### src/rtl/led_cmd_sched_if.sv
// Frame-level link between spi_slave and the LED command scheduler:
// decoded rx frame strobe plus the response frame tx handshake.
interface led_cmd_sched_if #(
  parameter int CMD_W     = 8,
  parameter int ADDR_W    = 8,
  parameter int PAYLOAD_W = 8
);
  logic                              i_rx_dv;
  logic [CMD_W-1:0]                  i_cmd;
  logic [ADDR_W-1:0]                 i_addr;
  logic [PAYLOAD_W-1:0]              i_payload;
  logic                              i_tx_ack;
  logic                              o_tx_enb;
  logic [CMD_W+ADDR_W+PAYLOAD_W-1:0] o_slv_frame;

  modport master (
    output i_rx_dv, i_cmd, i_addr, i_payload, i_tx_ack,
    input  o_tx_enb, o_slv_frame
  );

  modport slave (
    input  i_rx_dv, i_cmd, i_addr, i_payload, i_tx_ack,
    output o_tx_enb, o_slv_frame
  );
endinterface

### src/rtl/led_cmd_sched.sv
// Queues decoded SPI frames and executes them one at a time against the LED
// brightness register file; LED_READ responses go back through a tx handshake.
module led_cmd_sched #(
  parameter int         CMD_W        = 8,
  parameter int         ADDR_W       = 8,
  parameter int         PAYLOAD_W    = 8,
  parameter int         NUM_LEDS     = 8,
  parameter int         FIFO_DEPTH   = 4,
  parameter int         TX_TIMEOUT   = 1000,
  parameter int         BRIGHT_MAX   = 100,
  parameter logic [7:0] CMD_NOP      = 8'h00,
  parameter logic [7:0] CMD_LED_SET  = 8'h01,
  parameter logic [7:0] CMD_LED_READ = 8'h02
) (
  input  logic                  sysclk,
  input  logic                  rst,
  led_cmd_sched_if.slave        bus,
  output logic [NUM_LEDS*7-1:0] o_brightness,
  output logic                  o_busy,
  output logic [7:0]            o_drop_cnt,
  output logic [7:0]            o_err_cnt
);
  localparam int PTR_W   = $clog2(FIFO_DEPTH);
  localparam int IDX_W   = $clog2(NUM_LEDS);
  localparam int TMR_W   = $clog2(TX_TIMEOUT) + 1;
  localparam int ENTRY_W = CMD_W + ADDR_W + 7;
  localparam logic [ADDR_W-1:0] LED_LIMIT  = ADDR_W'(NUM_LEDS);
  localparam logic [TMR_W-1:0]  TMR_LAST   = TMR_W'(TX_TIMEOUT - 1);
  localparam logic [6:0]        BRIGHT_CAP = 7'(BRIGHT_MAX);
  localparam logic [PTR_W:0]    FIFO_FULL  = (PTR_W+1)'(FIFO_DEPTH);

  typedef enum logic [1:0] {
    S_IDLE    = 2'd0,
    S_EXEC    = 2'd1,
    S_TX_WAIT = 2'd2
  } state_t;

  state_t r_state, w_next;

  logic [ENTRY_W-1:0] r_fifo [FIFO_DEPTH];
  logic [PTR_W-1:0]   r_wr_ptr, r_rd_ptr;
  logic [PTR_W:0]     r_count;
  logic [CMD_W-1:0]   r_cmd;
  logic [ADDR_W-1:0]  r_addr;
  logic [6:0]         r_req_bright;
  logic [6:0]         r_bright [NUM_LEDS];
  logic [TMR_W-1:0]   r_timer;
  logic               r_tx_enb;
  logic [CMD_W+ADDR_W+PAYLOAD_W-1:0] r_slv_frame;
  logic [7:0]         r_drop_cnt, r_err_cnt;

  logic w_full, w_empty, w_push, w_drop, w_pop, w_addr_ok;
  logic w_set_wr, w_rd_start, w_tx_clear, w_err_inc, w_tmr_inc;
  logic [IDX_W-1:0] w_idx;
  logic [6:0]       w_set_val;

  // Full is judged on the pre-edge occupancy, so a simultaneous pop cannot rescue a push.
  assign w_full    = (r_count == FIFO_FULL);
  assign w_empty   = (r_count == '0);
  assign w_push    = bus.i_rx_dv && !w_full;
  assign w_drop    = bus.i_rx_dv && w_full;
  assign w_addr_ok = (r_addr < LED_LIMIT);
  assign w_idx     = r_addr[IDX_W-1:0];
  assign w_set_val = (r_req_bright > BRIGHT_CAP) ? BRIGHT_CAP : r_req_bright;

  assign o_busy          = (r_state != S_IDLE) || !w_empty;
  assign o_drop_cnt      = r_drop_cnt;
  assign o_err_cnt       = r_err_cnt;
  assign bus.o_tx_enb    = r_tx_enb;
  assign bus.o_slv_frame = r_slv_frame;

  // Flatten the brightness register file onto the output bus.
  always_comb begin
    o_brightness = '0;
    for (int k = 0; k < NUM_LEDS; k++) begin
      o_brightness[7*k +: 7] = r_bright[k];
    end
  end

  // FSM state register.
  always_ff @(posedge sysclk or posedge rst) begin
    if (rst) begin
      r_state <= S_IDLE;
    end else begin
      r_state <= w_next;
    end
  end

  // Next-state and per-cycle action strobes.
  always_comb begin
    w_next     = r_state;
    w_pop      = 1'b0;
    w_set_wr   = 1'b0;
    w_rd_start = 1'b0;
    w_tx_clear = 1'b0;
    w_err_inc  = 1'b0;
    w_tmr_inc  = 1'b0;
    case (r_state)
      S_IDLE: begin
        if (!w_empty) begin
          w_pop  = 1'b1;
          w_next = S_EXEC;
        end else begin
          w_next = S_IDLE;
        end
      end
      S_EXEC: begin
        w_next = S_IDLE;
        case (r_cmd)
          CMD_W'(CMD_NOP): w_next = S_IDLE;
          CMD_W'(CMD_LED_SET): begin
            if (w_addr_ok) begin
              w_set_wr = 1'b1;
            end else begin
              w_err_inc = 1'b1;
            end
          end
          CMD_W'(CMD_LED_READ): begin
            if (w_addr_ok) begin
              w_rd_start = 1'b1;
              w_next     = S_TX_WAIT;
            end else begin
              w_err_inc = 1'b1;
            end
          end
          default: w_err_inc = 1'b1;
        endcase
      end
      S_TX_WAIT: begin
        if (bus.i_tx_ack) begin
          w_tx_clear = 1'b1;
          w_next     = S_IDLE;
        end else if (r_timer == TMR_LAST) begin
          w_tx_clear = 1'b1;
          w_err_inc  = 1'b1;
          w_next     = S_IDLE;
        end else begin
          w_tmr_inc = 1'b1;
        end
      end
      default: w_next = S_IDLE;
    endcase
  end

  // Frame storage; payload bit 0 never reaches the brightness path, so it is not kept.
  always_ff @(posedge sysclk) begin
    if (w_push) begin
      r_fifo[r_wr_ptr] <= {bus.i_cmd, bus.i_addr, bus.i_payload[7:1]};
    end
  end

  // Queue pointers, occupancy and the popped command registers.
  always_ff @(posedge sysclk or posedge rst) begin
    if (rst) begin
      r_wr_ptr     <= '0;
      r_rd_ptr     <= '0;
      r_count      <= '0;
      r_cmd        <= '0;
      r_addr       <= '0;
      r_req_bright <= 7'd0;
    end else begin
      if (w_push) begin
        r_wr_ptr <= r_wr_ptr + PTR_W'(1);
      end
      if (w_pop) begin
        r_rd_ptr <= r_rd_ptr + PTR_W'(1);
        {r_cmd, r_addr, r_req_bright} <= r_fifo[r_rd_ptr];
      end
      case ({w_push, w_pop})
        2'b10:   r_count <= r_count + (PTR_W+1)'(1);
        2'b01:   r_count <= r_count - (PTR_W+1)'(1);
        default: r_count <= r_count;
      endcase
    end
  end

  // Command execution: brightness writes, response frame, tx timer, debug counters.
  always_ff @(posedge sysclk or posedge rst) begin
    if (rst) begin
      for (int k = 0; k < NUM_LEDS; k++) begin
        r_bright[k] <= 7'd0;
      end
      r_timer     <= '0;
      r_tx_enb    <= 1'b0;
      r_slv_frame <= '0;
      r_drop_cnt  <= 8'd0;
      r_err_cnt   <= 8'd0;
    end else begin
      if (w_set_wr) begin
        r_bright[w_idx] <= w_set_val;
      end
      if (w_rd_start) begin
        r_slv_frame <= {CMD_W'(CMD_LED_READ), r_addr, PAYLOAD_W'({r_bright[w_idx], 1'b0})};
        r_tx_enb    <= 1'b1;
        r_timer     <= '0;
      end else if (w_tx_clear) begin
        r_tx_enb <= 1'b0;
      end else if (w_tmr_inc) begin
        r_timer <= r_timer + TMR_W'(1);
      end
      if (w_drop && (r_drop_cnt != 8'hFF)) begin
        r_drop_cnt <= r_drop_cnt + 8'd1;
      end
      if (w_err_inc && (r_err_cnt != 8'hFF)) begin
        r_err_cnt <= r_err_cnt + 8'd1;
      end
    end
  end
endmodule
### src/flat_wrapper.sv
// flat-port wrapper written by rule: the top's interface ports become plain ports
module led_cmd_sched_flat 
#(
  parameter int         CMD_W        = 8,
  parameter int         ADDR_W       = 8,
  parameter int         PAYLOAD_W    = 8,
  parameter int         NUM_LEDS     = 8,
  parameter int         FIFO_DEPTH   = 4,
  parameter int         TX_TIMEOUT   = 1000,
  parameter int         BRIGHT_MAX   = 100,
  parameter logic [7:0] CMD_NOP      = 8'h00,
  parameter logic [7:0] CMD_LED_SET  = 8'h01,
  parameter logic [7:0] CMD_LED_READ = 8'h02
)
  (sysclk, rst, o_brightness, o_busy, o_drop_cnt, o_err_cnt, bus_i_rx_dv, bus_i_cmd, bus_i_addr, bus_i_payload, bus_i_tx_ack, bus_o_tx_enb, bus_o_slv_frame);
  led_cmd_sched_if #(.CMD_W(CMD_W), .ADDR_W(ADDR_W), .PAYLOAD_W(PAYLOAD_W)) bus_i ();
  input  logic sysclk;
  input  logic rst;
  output logic [NUM_LEDS*7-1:0] o_brightness;
  output logic o_busy;
  output logic [7:0] o_drop_cnt;
  output logic [7:0] o_err_cnt;
  input wire logic [$bits(bus_i.i_rx_dv)-1:0] bus_i_rx_dv;
  input wire logic [$bits(bus_i.i_cmd)-1:0] bus_i_cmd;
  input wire logic [$bits(bus_i.i_addr)-1:0] bus_i_addr;
  input wire logic [$bits(bus_i.i_payload)-1:0] bus_i_payload;
  input wire logic [$bits(bus_i.i_tx_ack)-1:0] bus_i_tx_ack;
  output wire logic [$bits(bus_i.o_tx_enb)-1:0] bus_o_tx_enb;
  output wire logic [$bits(bus_i.o_slv_frame)-1:0] bus_o_slv_frame;
  assign bus_i.i_rx_dv = bus_i_rx_dv;
  assign bus_i.i_cmd = bus_i_cmd;
  assign bus_i.i_addr = bus_i_addr;
  assign bus_i.i_payload = bus_i_payload;
  assign bus_i.i_tx_ack = bus_i_tx_ack;
  assign bus_o_tx_enb = bus_i.o_tx_enb;
  assign bus_o_slv_frame = bus_i.o_slv_frame;
  led_cmd_sched #(.CMD_W(CMD_W), .ADDR_W(ADDR_W), .PAYLOAD_W(PAYLOAD_W), .NUM_LEDS(NUM_LEDS), .FIFO_DEPTH(FIFO_DEPTH), .TX_TIMEOUT(TX_TIMEOUT), .BRIGHT_MAX(BRIGHT_MAX), .CMD_NOP(CMD_NOP), .CMD_LED_SET(CMD_LED_SET), .CMD_LED_READ(CMD_LED_READ)) u_core (.sysclk(sysclk), .rst(rst), .bus(bus_i), .o_brightness(o_brightness), .o_busy(o_busy), .o_drop_cnt(o_drop_cnt), .o_err_cnt(o_err_cnt));
endmodule
### config.mk
export PLATFORM = sky130hd
export DESIGN_NAME = led_cmd_sched_flat
export DESIGN_NICKNAME = d
export VERILOG_FILES = /design/src/rtl/led_cmd_sched_if.sv /design/src/rtl/led_cmd_sched.sv /design/src/flat_wrapper.sv
export SDC_FILE = /design/constraint.sdc
export NUM_CORES = 1
export LEC_CHECK = 0
export BUFFER_PORTS_ARGS = -buffer_cell sky130_fd_sc_hd__buf_2
export CORE_MARGIN = 2
export CORE_UTILIZATION = 57
export DETAILED_ROUTE_END_ITERATION = 16
export MAX_ROUTING_LAYER = met4
export PLACE_DENSITY = 0.79
export SLEW_MARGIN = 20
export SYNTH_ARGS = -nofsm -noshare
export SYNTH_HDL_FRONTEND = slang
export SYNTH_SLANG_ARGS = --single-unit
### constraint.sdc
create_clock -name sysclk -period 6 [get_ports sysclk]
set_clock_uncertainty 0.2 [all_clocks]
set_input_delay 1.2 -clock sysclk [delete_from_list [all_inputs] [get_ports sysclk]]
set_output_delay 1.2 -clock sysclk [all_outputs]
set_load 0.02 [all_outputs]
# Word level (Yosys, flattened, before mapping)
# Memory sizes are Yosys's and may differ from the RTL's. A register that Yosys moved wholly into a read port is not among the register bits.
# Index checks and enable logic that the tools add are counted.
op_classes:
  add_sub_neg: 7
  magnitude_cmp: 4
  n_eq_ne: 12
  mux: 38
  bitwise_logic: 1
  n_reduce_logical: 17
ops:
  columns: ["operator", "n"]
  rows:
  - ["$bwmux W56", 1]
  - ["$mux W11", 3]
  - ["$mux W7", 4]
  - ["$bmux W7 S3", 1]
  - ["$demux W7 S3", 1]
  - ["$mux W1", 20]
  - ["$add A8 B1 Y8 const B", 2]
  - ["$ne A8 B8 Y1 const B", 2]
  - ["$add A11 B1 Y11 const B", 1]
  - ["$eq A11 B10 Y1 const B", 1]
  - ["$eq A8 B1 Y1 const B", 1]
  - ["$eq A8 B2 Y1 const B", 1]
  - ["$logic_not A8 Y1", 1]
  - ["$lt A8 B4 Y1 const B", 1]
  - ["$mux W2", 4]
  - ["$reduce_bool A2 Y1", 4]
  - ["$gt A7 B7 Y1 const B", 1]
  - ["$pmux W2 S3", 1]
  - ["$pmux W3 S2", 1]
  - ["$logic_and A1 B1 Y1", 5]
  - ["$add A2 B1 Y2 const B", 2]
  - ["$eq A2 B1 Y1 const B", 2]
  - ["$eq A2 B2 Y1 const B", 2]
  - ["$ge A4 B4 Y1 const B", 1]
  - ["14 further kinds", 16]
totals:
  ff_bits: 109
  ramBits: 92
  inputBits: 28
  out_inout_bits: 98
  n_memories: 1
mem_list:
  columns: ["memory", "depth", "word_bits", "rd", "rd_ports_with_merged_regs", "wr", "line_no", "text"]
  rows:
  - ["u_core.r_fifo", 4, 23, 1, 1, 1, "led_cmd_sched.sv:40", "logic [ENTRY_W-1:0] r_fifo [FIFO_DEPTH];"]

# Longest topological paths before layout
depth:
  ltp_word: 7
  ltp_mapped: 12
  ltp_nobuf: 10

# Worst setup path after synthesis
# Ideal clock, no wire load.
synth_timing:
  path_type: "in2reg"
  start: "input bus_i_rx_dv"
  end: "memory u_core.r_fifo[0][0] (netlist bit) (enable)"
  setup_ns: 0.382
  arrival_time_ns: 2.213
  required_time_ns: 5.418
  path_slack_ns: 3.205
  stages: 2
  n_path_buf: 0
  path_cell_list: "a21boi_1 -> and2_1"
synth_between:
  elab_chain_cells: 3
synth_rtl:
  columns: ["element", "line_no", "text"]
  rows:
  - ["start: declaration", "flat_wrapper.sv:23", "input wire logic [$bits(bus_i.i_rx_dv)-1:0] bus_i_rx_dv;"]
  - ["$logic_and A1 B1 Y1", "led_cmd_sched.sv:60", "assign w_push = bus.i_rx_dv && !w_full;"]
  - ["$mux W1", "led_cmd_sched.sv:147", "if (w_push) begin"]
  - ["$mux W1 (implied by the code)", "led_cmd_sched.sv:148", "r_fifo[r_wr_ptr] <= {bus.i_cmd, bus.i_addr, bus.i_payload[7:1]};"]
  - ["end: declaration", "led_cmd_sched.sv:40", null]
# No other way between the ends.

# Worst setup path in the final report
layout_timing:
  start: "register u_core.r_count[2]"
  end: "register u_core.r_count[2]"
layout_between:
  elab_chain_cells: 5
layout_rtl:
  columns: ["element", "line_no", "text"]
  rows:
  - ["start: declaration", "led_cmd_sched.sv:42", "logic [PTR_W:0] r_count;"]
  - ["start signal: assignment", "led_cmd_sched.sv:170", "2'b10: r_count <= r_count + (PTR_W+1)'(1);"]
  - ["start signal: assignment", "led_cmd_sched.sv:171", "2'b01: r_count <= r_count - (PTR_W+1)'(1);"]
  - ["start signal: assignment", "led_cmd_sched.sv:172", "default: r_count <= r_count;"]
  - ["$logic_not A3 Y1 / $eq A3 B3 Y1 (equally long branches)", "led_cmd_sched.sv:59, led_cmd_sched.sv:58", null]
  - ["$mux W1 / $logic_not A1 Y1 (equally long branches)", "led_cmd_sched.sv:100, led_cmd_sched.sv:60", null]
  - ["$mux W1 / $logic_and A1 B1 Y1 (equally long branches)", "led_cmd_sched.sv:98, led_cmd_sched.sv:60", null]
  - ["$eq A2 B1 Y1 / $eq A2 B2 Y1 (equally long branches)", "led_cmd_sched.sv:169", "case ({w_push, w_pop})"]
  - ["$pmux W3 S2 / $reduce_bool A2 Y1 (equally long branches)", null, null]
# Several ways; a longest one is shown, not always the timed one.
# A chain may end at the register's enable or synchronous reset.

==> impl_metrics.toml <==
[yosys]
synth_ff_type = "dfrtp_1"
synth_area_leaders = "dfrtp_1, edfxtp_1, mux4_2"
synthArstFlopShare_pct = 58.9
synth_top_area_share_pct = 35.3
synth-seq-area-share_pct = 64.9
avgSynthCellArea_um2 = 14.6
synth_edf_count = 92
yosysWarnings = 0
synth_cell_type_count = 54
synth-seq-cells = 224
netlist_instances = 640
yosysTopAreaCell = "dfrtp_1"
netlist_area_mm2 = 0.00935

[floorplanning]
die_area_mm2 = 0.0174
die_h_um = 132
start_util_pct = 58.7
core_area_mm2 = 0.0159
ios = 126
chipWidth_um = 132
rows = 46

[clocking]
cts_sinks = 224
cts_resized = 0
cts-buffers-inserted = 23
clk_latency_ps = 490
clkTransAtPathRegs_ps = 60
cts-root-buf = "clkbuf_16"
cts_tree = "yes"
clock_path_buffers = 3
cts_setup_buffers = 0
htreeDepth = 1
hold_buffers = 0

[timing]
slew_headroom_pct = 30.5
fmax_ghz = 0.269
final.period_utilization_pct = 62.0
setup_viol = 0
rsz0062_at_grt = "false"
hold_viol = 0
setup-tns-final_ps = 0
period_minus_slack_ps = 3720
tightest_slew_ps = 1040
drv_slew = 0

[route]
wl_per_cell_um = 18.6
routed_wl_mm = 18.4
vias = 5587
drtIter0Drc = 349
drc = 0
firstDrtPassIters = 5
vias_per_cell = 5.65
ant_nets = 0

[placement]
dp_cells = 949
place_congestion = 0.804
portBuffers = 116
hpwl_mm = 11.8

[critical_path]
arrival_ps = 3890
r2r_slack_ps = 2280
startpoint_type = "flop"
cp.required_ps = 6180
cp-end-kind = "flop"
crit_type = "flop to flop"
cp_max_fo = 26

[grt]
grt.overflow.total = 0
grt_pass1_vias = 5745
antenna_found_initial = 0
grt_pass1_wl_mm = 29.9
grt_max_degree = 78
grt_usage_pct = 22.1

[power]
vdd_drop_max_mv = 0.283
powerDensity_mw_per_mm2 = 439
p_leak_uw = 0.00493

[final_layout]
nets = 798
antenna_cells = 0
fin_cells = 989
num-fill-cells = 1090
final_layout_size_suffix_gt1_share_pct = 30.7
syn_to_final_growth_pct = 16.1

[status]
run_status = "completed"

[flow_run]
maxCapViolCount = 0

[min_path]
hp-class = "flop to flop"
## registers in the layout, summed over array words and instances (netlist names)
| signal | cells |
|---|---|
| u_core.o_err_cnt | 8 |
| u_core.r_wr_ptr | 2 |
| u_core.bus.o_tx_enb | 1 |
| u_core.r_cmd | 8 |
| u_core.r_addr | 8 |
| u_core.r_req_bright | 7 |
| u_core.bus.o_slv_frame | 16 |
| u_core.o_brightness | 56 |
| u_core.r_count | 3 |
| u_core.r_rd_ptr | 2 |
| u_core.r_timer | 11 |
| u_core.r_fifo | 92 |
| u_core.o_drop_cnt | 8 |
| u_core.r_state | 2 |
## routing by layer
metal  global-route usage [%]  routed length [um]  vias to the layer above
met5                        -                   0                        -
met4                     6.82                 453                        0
met3                     4.46                1130                       40
met2                     36.0                9140                      197
met1                     28.3                7660                     2827
li1                         -                   -                     2523
## worst paths after layout
path	startpoint	to	depth (start not counted)
worst max-delay path	u_core.r_count[2]	u_core.r_count[2]	9
worst min-delay path	u_core.bus.o_slv_frame[17]	u_core.bus.o_slv_frame[17]	1
worst max register to register	u_core.r_count[2]	u_core.r_count[2]	9
worst min register to register	u_core.bus.o_slv_frame[17]	u_core.bus.o_slv_frame[17]	1
max in group asynchronous	rst	u_core.r_timer[1]	3
min in group asynchronous	rst	u_core.r_count[1]	2
## Yosys cell counts, drive strengths merged (2+ instances only)
cell type    n
dfrtp      132
nand2      103
edfxtp      92
mux2        49
mux4        37
nor2        28
o21ai       18
buf         17
clkbuf      17
xnor2       16
nand3       14
a21oi       13
ha          11
inv         11
and2         9
mux2i        9
xor2         9
and3         8
nor2b        7
nand4        5
nor3         5
nor4         3
a21o         2
and4         2
nand2b       2
nand4b       2
or2          2
or3          2
or4b         2
## cells by family after synthesis
kind of cell    Yosys count  share of synthesized area, %
mux                      95                          15.9
simple gates            198                          10.5
buf+inv                  46                          2.26
flops                   224                          64.9
xor+xnor                 25                          2.34
fa+ha+maj                13                          1.79
compound gates           38                          2.29
other cells               1                        0.0401
## through the flow
step           total power, uW  worst slack [ps]  utilization [%]  instance area, um^2  hold WS, ps
4_1_cts                   4800              2310             68.1                10900          269
5_1_grt                   5000              1910             68.1                10900          298
6_report                  4760              2280             68.1                10900          265
3_5_place_dp              3360              2310             63.4                10100          254
2_1_floorplan             3020              1070                -                 9380          237
3_3_place_gp              3280              2420             63.3                10100          243
## cells in the final DEF (no fill, tap or decap), types with 9 or more instances in the layout
master     count
o21ai_0       12
xnor2_1       16
inv_1         10
mux2_2        29
xor2_1         9
mux2_1        16
mux2i_1        9
ha_1          11
mux4_2        37
nand2_1      102
nand3_1       14
buf_2        116
edfxtp_1      92
nor2_1        26
dfrtp_1      132
a21oi_1       13
clkbuf_16     23
## critical path, stage by stage, from the launching register on
cell and delay, ps:
dfrtp_1 420, nor3_1 230, nand2b_1 750, clkinv_1 850, ha_1 500, inv_1 80, fa_1 170, xor2_1 160
nor2_1 70, xor2_1 150
## where the power goes
part	switching, uW	internal [uW]	total, uW
registers	267	1900	2170
clock network	559	878	1440
logic	669	488	1160
## final cells by class
class / count / area (um^2) / area share [%]
clock inverters: 10 / 156 / 1.44
multi-input cells: 377 / 3110 / 28.6
inverters: 12 / 47.5 / 0.438
repair buffers: 120 / 611 / 5.62
clock buffers: 30 / 602 / 5.54
flip-flops and latches: 224 / 6070 / 55.9
well taps: 216 / 270 / 2.49
No activity file was read; power rests on OpenSTA's default activity.
